## src/rtl/processor_pkg.sv

```systemverilog
// Shared processor-side types and constants: loader FSM encoding and load image sizing.
package processor_pkg;

  typedef enum logic [2:0] {
    IDLE,
    HDR_LO,
    HDR_HI,
    LOAD,
    RELEASE,
    DONE
  } loader_state_t;

  localparam int unsigned LOADER_CAPACITY = 512;
  localparam int unsigned LOADER_LEN_W    = 16;
  localparam int unsigned LOADER_CNT_W    = 17;

endpackage

```

## src/rtl/data_memory_loader.sv

```systemverilog
// Streams a length-prefixed byte image into the two interleaved data memory banks
// while holding the processor in reset, then releases it.
module data_memory_loader
  import processor_pkg::*;
#(
  parameter int unsigned ADDR_WIDTH = 8,
  parameter int unsigned CAPACITY   = LOADER_CAPACITY
) (
  input  logic                  clk,
  input  logic                  reset,
  input  logic                  start,
  input  logic [7:0]            rx_data,
  input  logic                  rx_valid,
  output logic                  rx_ready,
  output logic                  mem_write_even,
  output logic                  mem_write_odd,
  output logic [ADDR_WIDTH-1:0] mem_address,
  output logic [7:0]            mem_data,
  output logic                  cpu_reset,
  output logic                  busy,
  output logic                  done,
  output logic                  overflow
);

  localparam int unsigned LenW = LOADER_LEN_W;
  localparam int unsigned CntW = LOADER_CNT_W;

  loader_state_t   state;
  loader_state_t   stateNext;
  logic [LenW-1:0] length;
  logic [CntW-1:0] count;
  logic [LenW-1:0] hdrLength;
  logic            lastByte;
  logic            inCapacity;
  logic            sessionStart;

  assign hdrLength    = {rx_data, length[7:0]};
  assign lastByte     = (count + CntW'(1)) == CntW'(length);
  assign inCapacity   = count < CntW'(CAPACITY);
  assign sessionStart = start && ((state == IDLE) || (state == DONE));

  // Next-state decode; rx_ready is the only unregistered output.
  always_comb begin
    stateNext = state;
    rx_ready  = 1'b0;
    case (state)
      IDLE: begin
        if (start) stateNext = HDR_LO;
      end
      HDR_LO: begin
        rx_ready = 1'b1;
        if (rx_valid) stateNext = HDR_HI;
      end
      HDR_HI: begin
        rx_ready = 1'b1;
        if (rx_valid) stateNext = (hdrLength == '0) ? RELEASE : LOAD;
      end
      LOAD: begin
        rx_ready = 1'b1;
        if (rx_valid && lastByte) stateNext = RELEASE;
      end
      RELEASE: begin
        stateNext = DONE;
      end
      DONE: begin
        if (start) stateNext = HDR_LO;
      end
      default: begin
        stateNext = IDLE;
      end
    endcase
  end

  always_ff @(posedge clk) begin
    if (reset) begin
      state          <= IDLE;
      length         <= '0;
      count          <= '0;
      cpu_reset      <= 1'b1;
      busy           <= 1'b0;
      done           <= 1'b0;
      overflow       <= 1'b0;
      mem_write_even <= 1'b0;
      mem_write_odd  <= 1'b0;
      mem_address    <= '0;
      mem_data       <= '0;
    end else begin
      state          <= stateNext;
      // Status follows the next state so a reload reasserts cpu_reset on the start edge.
      cpu_reset      <= (stateNext != DONE);
      busy           <= (stateNext == HDR_LO) || (stateNext == HDR_HI) ||
                        (stateNext == LOAD)   || (stateNext == RELEASE);
      done           <= (stateNext == DONE);
      mem_write_even <= 1'b0;
      mem_write_odd  <= 1'b0;

      if (sessionStart) begin
        count  <= '0;
        length <= '0;
      end

      if ((state == HDR_LO) && rx_valid) length[7:0] <= rx_data;

      if ((state == HDR_HI) && rx_valid) begin
        length[15:8] <= rx_data;
        if (CntW'(hdrLength) > CntW'(CAPACITY)) overflow <= 1'b1;
      end

      // Bytes beyond the banks are consumed but never written.
      if ((state == LOAD) && rx_valid) begin
        count <= count + CntW'(1);
        if (inCapacity) begin
          mem_write_even <= ~count[0];
          mem_write_odd  <= count[0];
          mem_address    <= count[ADDR_WIDTH:1];
          mem_data       <= rx_data;
        end
      end
    end
  end

endmodule
```

## config.mk

```make
export PLATFORM = sky130hd
export DESIGN_NAME = data_memory_loader
export DESIGN_NICKNAME = d
export VERILOG_FILES = /design/src/rtl/processor_pkg.sv /design/src/rtl/data_memory_loader.sv
export SDC_FILE = /design/constraint.sdc
export NUM_CORES = 1
export LEC_CHECK = 0
export CAP_MARGIN = 20
export CORE_MARGIN = 4
export CORE_UTILIZATION = 25
export DETAILED_ROUTE_END_ITERATION = 8
export GPL_TIMING_DRIVEN = 0
export PLACE_DENSITY = 0.48
export SYNTH_ARGS = -nofsm -noshare
export SYNTH_HDL_FRONTEND = slang
export SYNTH_SLANG_ARGS = --single-unit
```

## constraint.sdc

```tcl
create_clock -name clk -period 7.15 [get_ports clk]
set_input_delay 2.145 -clock clk [delete_from_list [all_inputs] [get_ports clk]]
set_output_delay 2.145 -clock clk [all_outputs]
set_load 0.01 [all_outputs]
```

# Word-level counts from Yosys, hierarchy flattened
# Index checks and enable logic that the tools add are counted.
dict set report word_totals {
  register_bits 58
  output_inout_bits 23
  in_bits 12
}
dict set report op_classes {
  order_cmp 2
  n_mux 12
  reduce_logical 19
  n_eq_ne 12
  addsub 1
  bitwise_logic 3
}
# cell count
set op_table {}
lappend op_table {{two-way mux 17 bit} 2}
lappend op_table {{adder 17 x 1 -> 17 bit (second input constant)} 1}
lappend op_table {{equality test 17 x 16 -> 1 bit} 1}
lappend op_table {{less-than comparator 17 x 10 -> 1 bit (second input constant)} 1}
lappend op_table {{greater-than comparator 16 x 10 -> 1 bit (second input constant)} 1}
lappend op_table {{logical NOT 16 bit} 1}
lappend op_table {{two-way mux 16 bit} 1}
lappend op_table {{two-way mux 8 bit} 2}
lappend op_table {{two-way mux 3 bit} 5}
lappend op_table {{one-hot mux 3 bit (5 select lines)} 1}
lappend op_table {{equality test 3 x 2 -> 1 bit (second input constant)} 4}
lappend op_table {{equality test 3 bit (second input constant)} 4}
lappend op_table {{equality test 3 x 1 -> 1 bit (second input constant)} 2}
lappend op_table {{nonzero test 2 bit} 3}
lappend op_table {{OR reduction 3 bit} 2}
lappend op_table {{logical AND 1 bit} 5}
lappend op_table {{logical OR 1 bit} 4}
lappend op_table {{AND reduction 2 bit} 2}
lappend op_table {{logical NOT 3 bit} 1}
lappend op_table {{inequality test 3 bit (second input constant)} 1}
lappend op_table {{NOT 1 bit} 3}
lappend op_table {{OR reduction 2 bit} 1}
lappend op_table {{two-way mux 1 bit} 1}

# Longest topological paths before layout
# Gate-level depths: netlist of the first run.
dict set report logic_depth {
  depth_word 9
  depth_mapped 9
  ltp_nobuf 8
}

# Worst setup path before layout of the first run
# Ideal clock, no wire load.
dict set report synth_timing {
  kind {input to register}
  startpoint {in rx_valid}
  endpoint {reg mem_address[0]}
  stages 7
  path_slack_ns 3.712
  t_required_ns 7.080
  setup_time_ns 0.070
  arrival_time_ns 3.367
  path_buffers 2
  cell_sequence {nand4_1 nor2_1 and3_1 clkbuf_1 clkbuf_1 nand2_1 a21oi_1}
}
dict set report synth_via {
  elab_chain_cells 2
}
# item line_no
set synth_rtl {}
lappend synth_rtl {{start: declaration} data_memory_loader.sv:13} ;# input logic rx_valid,
lappend synth_rtl {{logical AND 1 bit} data_memory_loader.sv:110} ;# if ((state == LOAD) && rx_valid) begin
lappend synth_rtl {{AND reduction 2 bit (no line)} n/a}
lappend synth_rtl {{end signal: assignment} data_memory_loader.sv:115} ;# mem_address <= count[ADDR_WIDTH:1];
lappend synth_rtl {{end: declaration} data_memory_loader.sv:17} ;# output logic [ADDR_WIDTH-1:0] mem_address,
# No other way between the ends.
# A chain may end at the register's enable or synchronous reset.

# Worst setup path after layout of the first run
dict set report layout_timing {
  startpoint {in rx_valid}
  endpoint {reg mem_data[4]}
}
dict set report layout_via {
  elab_chain_cells 2
}
# item line_no
set layout_rtl {}
lappend layout_rtl {{logical AND 1 bit} data_memory_loader.sv:110}
lappend layout_rtl {{AND reduction 2 bit (no line)} n/a}
lappend layout_rtl {{end signal: assignment} data_memory_loader.sv:116} ;# mem_data <= rx_data;
lappend layout_rtl {{end: declaration} data_memory_loader.sv:18} ;# output logic [7:0] mem_data,
# No other way between the ends.

==> results.py, run 1 <==
metrics = {
    "status": {
        "outcome": "finished, final reports clean",
    },
    "yosys": {
        "synthesis.nets": 392,
        "yosysMostFrequentCell": "dfxtp_1",
        "synth_seq_cells": 58,
        "synth_top_area_share_pct": 38.93,
        "synth_area_per_cell_um2": 7.870,
        "synth_top_area_cell": "dfxtp_1",
        "synthDistinctLibCells": 51,
        "synth_ff_type": "dfxtp_1",
        "synth_warnings": 0,
        "synth_edf_count": 0,
        "ys_seq_area_share_pct": 38.93,
        "synthCells": 379,
        "synthTopCellsByArea": "dfxtp_1 39%, a21oi_1 7.2%, nor2_1 6.5%, nand2_1 6.3%, a22oi_1 5.0%",
        "synth_area_um2": 2983,
        "synth_commonest_cells": "58 x dfxtp_1, 52 x nor2_1, 50 x nand2_1",
        "synth_async_sr_flop_share_pct": 0,
    },
    "critical_path": {
        "rr_startpoint": "count[1]",
        "cp_max_fo": 10,
        "reg2reg_to": "busy",
        "crit_path_start": "rx_valid",
        "cp-end-kind": "flip-flop",
        "path_class": "primary input to flip-flop",
        "required_ps": 7410,
        "cp.arrival_ps": 4720,
        "ff2ff_path_depth": 8,
        "cp-start-kind": "primary input",
        "r2r_slack_ps": 4410,
    },
    "routing": {
        "viasPerCell": 5.145,
        "wl_um": 9182,
        "wl_per_cell_um": 16.05,
        "drtIter0Drc": 254,
        "postRouteAntennaNets": 0,
        "dr.pass1.iters": 4,
        "route.vias.total": 2943,
        "drc": 0,
    },
    "pwr": {
        "power_leakage_nw": 1.354,
        "ir_worst_vdd_mv": 0.1162,
        "total_power_mw": 0.8499,
        "power_density_nw_per_um2": 223.2,
    },
    "grt": {
        "antenna_found_initial": 0,
        "grt_pass1_vias": 2788,
        "grtUsageTotal_pct": 14.08,
        "overflow": 0,
        "grt_max_degree": 11,
        "grt_pass1_wl_um": 14810,
    },
    "timing": {
        "slew_violations": 0,
        "rsz0062_at_grt": "no",
        "worst_pin_slew_ps": 638.9,
        "post-route-period-util_pct": 62.30,
        "tns_ps": 0,
        "clock.fmax_mhz": 224.5,
        "setup_violations": 0,
        "max_slew_margin_pct": 57.41,
        "finalClockSkew_ps": 6.758,
        "period_needed_ps": 4455,
        "hold_viol_final": 0,
    },
    "clocking": {
        "cts.reportedPaths.clkPinSlew_ps": 50,
        "clk_latency_ps": 330,
        "clock_sinks": 58,
        "post_cts_buffers": 0,
        "cts_max_path_buffers": 2,
        "cts_resized": 0,
        "cts_hold_buf": 0,
        "root_buffer": "clkbuf_16",
        "htreeDepth": 3,
        "cts-buffers-inserted": 9,
        "cts_tree": "built",
    },
    "layout": {
        "drive_above_1_share_pct": 7.692,
        "nets": 437,
        "finish.utilization_pct": 32.93,
        "num-fill-cells": 1216,
        "diodes": 0,
        "area_growth_pct": 27.68,
    },
    "die": {
        "initial_core_util_pct": 25.79,
        "dieArea_um2": 13740,
        "ios": 35,
        "core-area_um2": 11560,
        "rows": 39,
        "fp.dieW_um": 117.2,
        "die_height_um": 117.2,
    },
    "min_path": {
        "min-delay-path-class": "flip-flop to flip-flop",
        "hold_path.startpoint": "mem_address[4]",
        "min_to": "mem_address[4]",
        "min_delay_path_depth": 2,
    },
    "flow_run": {
        "cap_violations": 0,
    },
    "placement": {
        "portBuffers": 34,
        "gp_congestion": 0.8470,
        "hpwl_um": 6729,
    },
}
[how the worst max path moves through the flow]
stage	endpoint	slack, ps
floorplan	mem_address[0]	3710
global placement	mem_data[6]	2390
detailed placement	mem_data[4]	2390
CTS	mem_data[4]	2720
global route	mem_address[0]	2500
finish	mem_data[4]	2700
[placed cells by master (no fill, tap or decap), types with 10 or more instances in the layout]
master           count
nand2_1             50
a22oi_1             20
nand3_1             10
dfxtp_1             58
a21oi_1             43
nor3_1              11
clkbuf_1            18
nor2_1              52
o21ai_0             14
clkdlybuf4s50_1     34
xnor2_1             11
[layout make-up]
cell class	instances	area [um^2]	area share, %
inverter	9	33.78	0.8870
sequential	58	1161	30.49
multi-input combinational	286	1677	44.02
timing repair buffer	34	340.3	8.936
clock buffer	12	256.5	6.735
clock inverter	4	50.05	1.314
tap	143	178.9	4.698
buffer	26	111.4	2.924
[critical path, cell delays in order]
cell,delay [ps]
clkdlybuf4s50_1,590
nand4_1,520
nor2_1,310
and3_1,200
clkbuf_1,280
clkbuf_1,390
nand2_1,110
a21oi_1,160
[per-layer routing]
metal / up-vias / track usage, % / routed length, um
li1: 1452 / - / -
met1: 1405 / 18.42 / 4354
met2: 68 / 21.38 / 4252
met3: 18 / 3.342 / 349
met4: 0 / 7.492 / 225
met5: - / 0 / 0
[state kept, by name (all words and copies together) (netlist names)]
signal,cells
cpu_reset,1
busy,1
mem_data,8
length,16
done,1
mem_write_odd,1
mem_write_even,1
mem_address,8
overflow,1
state,3
count,17
[cells by family after synthesis]
group	Yosys count	share of synthesized area [%]
AO/OA/AOI/OAI	102	22.15
buffers and inverters	35	4.866
adder cells (fa/ha/maj)	1	0.4194
XOR/XNOR	19	5.579
AND/OR/NAND/NOR	163	27.73
multiplexers	1	0.3356
flip-flops	58	38.93
[stage by stage]
step | cell area [um^2] | std cells | hold slack, ps | worst slack (ps)
2_1_floorplan | 2983 | 379 | 476.1 | 3712
3_3_place_gp | 3502 | 556 | 438.7 | 2388
3_5_place_dp | 3502 | 556 | 443.7 | 2389
4_1_cts | 3809 | 572 | 451.2 | 2723
5_1_grt | 3809 | 572 | 469.7 | 2499
6_report | 3809 | 572 | 446.0 | 2695
[power by group]
group / leakage (nW) / internal, mW / total, mW / switching (mW)
clock: 0.145 / 0.288 / 0.444 / 0.156
combinational: 0.741 / 0.0273 / 0.0726 / 0.0453
sequential: 0.468 / 0.329 / 0.333 / 0.00439
total: 1.35 / 0.644 / 0.850 / 0.206
Note: power is estimated with default switching activity, not from simulation.
==> inputs of run 2 (changes only) <==
--- a/config.mk
+++ b/config.mk
@@ -10,7 +10,7 @@
 export CORE_UTILIZATION = 25
 export DETAILED_ROUTE_END_ITERATION = 8
 export GPL_TIMING_DRIVEN = 0
-export PLACE_DENSITY = 0.48
+export PLACE_DENSITY = 0.49
 export SYNTH_ARGS = -nofsm -noshare
 export SYNTH_HDL_FRONTEND = slang
 export SYNTH_SLANG_ARGS = --single-unit
==> constraint.sdc (replaced) <==
create_clock -name clk -period 3.9 [get_ports clk]
set_input_delay 1.17 -clock clk [delete_from_list [all_inputs] [get_ports clk]]
set_output_delay 1.17 -clock clk [all_outputs]
set_load 0.01 [all_outputs]
==> run 2 against run 1 <==
Register-to-register slack got worse by 3300 ps. Highest routed layer unchanged. Final cell count is the same. Final area grew 0.33%.
==> results.py, run 2 (synthesized netlist as in run 1, its figures left out) <==
metrics = {
    "critical_path": {
        "path_class": "primary input to flip-flop",
        "cp.arrival_ps": 3590,
        "rr_startpoint": "count[1]",
        "required_ps": 4160,
        "cp-end-kind": "flip-flop",
        "cp_max_fo": 10,
        "crit_path_start": "rx_valid",
        "cp-start-kind": "primary input",
    },
    "layout": {
        "nets": 437,
        "instances_no_fill": 572,
        "final_cell_mix": "58 x dfxtp_1, 52 x nor2_1, 50 x nand2_1",
        "fin_area_um2": 3821,
        "regMostFlops": "count",
        "diodes": 0,
        "top_regs": "count x17, length x16",
        "final_common_cell": "dfxtp_1",
        "area_growth_pct": 28.10,
        "drive_above_1_share_pct": 7.925,
        "finish.utilization_pct": 33.04,
        "largest_reg_flops": 17,
        "num-fill-cells": 1217,
    },
    "timing": {
        "worst_pin_slew_ps": 709.6,
        "finalClockSkew_ps": 4.629,
        "setup_ws_ps": 562.0,
        "period_needed_ps": 3338,
        "clock.fmax_mhz": 299.6,
        "tns_ps": 0,
        "slew_violations": 0,
        "post-route-period-util_pct": 85.59,
        "hold_viol_final": 0,
        "rsz0062_at_grt": "no",
        "max_slew_margin_pct": 52.69,
        "setup_violations": 0,
    },
    "pwr": {
        "p_comb_share_pct": 8.4,
        "p_sw_mw": 0.3729,
        "p_int_mw": 1.210,
        "power_leakage_nw": 1.361,
        "power_density_nw_per_um2": 414.2,
        "switching_share_pct": 23.56,
        "clkPwrFrac_pct": 53.0,
        "ir_worst_vdd_mv": 0.2455,
        "pwr-share-seq_pct": 38.6,
    },
    "min_path": {
        "hold_path.startpoint": "mem_address[1]",
        "min-delay-path-class": "flip-flop to flip-flop",
    },
    "routing": {
        "wl_um": 8825,
        "wl_per_cell_um": 15.43,
        "drtIter0Drc": 135,
        "drc": 0,
        "viasPerCell": 5.056,
        "dr.pass1.iters": 4,
        "route.vias.total": 2892,
        "postRouteAntennaNets": 0,
    },
    "status": {
        "outcome": "finished, final reports clean",
    },
    "grt": {
        "overflow": 0,
        "antenna_found_initial": 0,
        "grt_pass1_vias": 2685,
        "grt_max_degree": 12,
        "grtUsageTotal_pct": 13.57,
        "grt_pass1_wl_um": 14150,
    },
    "die": {
        "dieArea_um2": 13740,
        "rows": 39,
        "core-area_um2": 11560,
        "die_height_um": 117.2,
        "fp.dieW_um": 117.2,
        "ios": 35,
        "initial_core_util_pct": 25.79,
    },
    "clocking": {
        "cts.reportedPaths.clkPinSlew_ps": 50,
        "cts_max_path_buffers": 2,
        "post_cts_buffers": 0,
        "clock_sinks": 58,
        "cts_hold_buf": 0,
        "clk_latency_ps": 330,
        "cts-buffers-inserted": 9,
        "htreeDepth": 3,
        "cts_resized": 0,
        "cts_tree": "built",
        "root_buffer": "clkbuf_16",
    },
    "placement": {
        "dpl_cell_area_um2": 3502,
        "gp_congestion": 0.8296,
        "dp_cells": 556,
        "preCtsSetupSlack_ps": 156.8,
        "hpwl_um": 6555,
        "portBuffers": 34,
    },
    "flow_run": {
        "cap_violations": 0,
    },
}
run 2: power groups by stage:
stage	combinational [mW]	sequential [mW]	clock (mW)
floorplan	0.0787	0.622	0
global placement	0.132	0.623	0
detailed placement	0.133	0.623	0
global route	0.147	0.612	0.882
CTS	0.134	0.611	0.860
finish	0.133	0.611	0.839
run 2: routing by layer:
metal	share of wire [%]	GRT usage (%)	vias up	routed length, um
li1	-	-	1455	-
met4	3.0	8.028	0	269
met2	46	20.89	66	4072
met5	0	0	-	0
met1	47	17.65	1355	4183
met3	3.4	2.468	16	299
run 2: path summary, 6_finish.rpt:
path,to,slack (ps),depth (start not counted)
setup / recovery,mem_address[4],560,8
hold / removal,mem_address[1],450,2
setup reg to reg,busy,1130,8
hold reg to reg,mem_address[1],450,2
run 2: area by class of cell:
| type | instances | area [um^2] | area share [%] |
|---|---|---|---|
| flip-flops and latches | 58 | 1161 | 30.39 |
| plain buffers | 26 | 111.4 | 2.914 |
| well taps | 143 | 178.9 | 4.682 |
| inverters | 9 | 33.78 | 0.8841 |
| clock inverters | 7 | 93.84 | 2.456 |
| repair buffers | 34 | 340.3 | 8.906 |
| multi-input cells | 286 | 1677 | 43.88 |
| clock buffers | 9 | 225.2 | 5.894 |
run 2: stage by stage:
stage,hold slack (ps),power (mW)
2_1_floorplan,476.1,0.7012
3_3_place_gp,440.6,0.7557
3_5_place_dp,446.8,0.7567
4_1_cts,452.3,1.604
5_1_grt,475.0,1.641
6_report,449.4,1.583
run 2: critical path, cell delays in order:
cell             delay, ps
clkdlybuf4s50_1        570
nand4_1                470
nor2_1                 270
and3_1                 190
clkbuf_1               300
clkbuf_1               360
nand2_1                100
a21oi_1                150
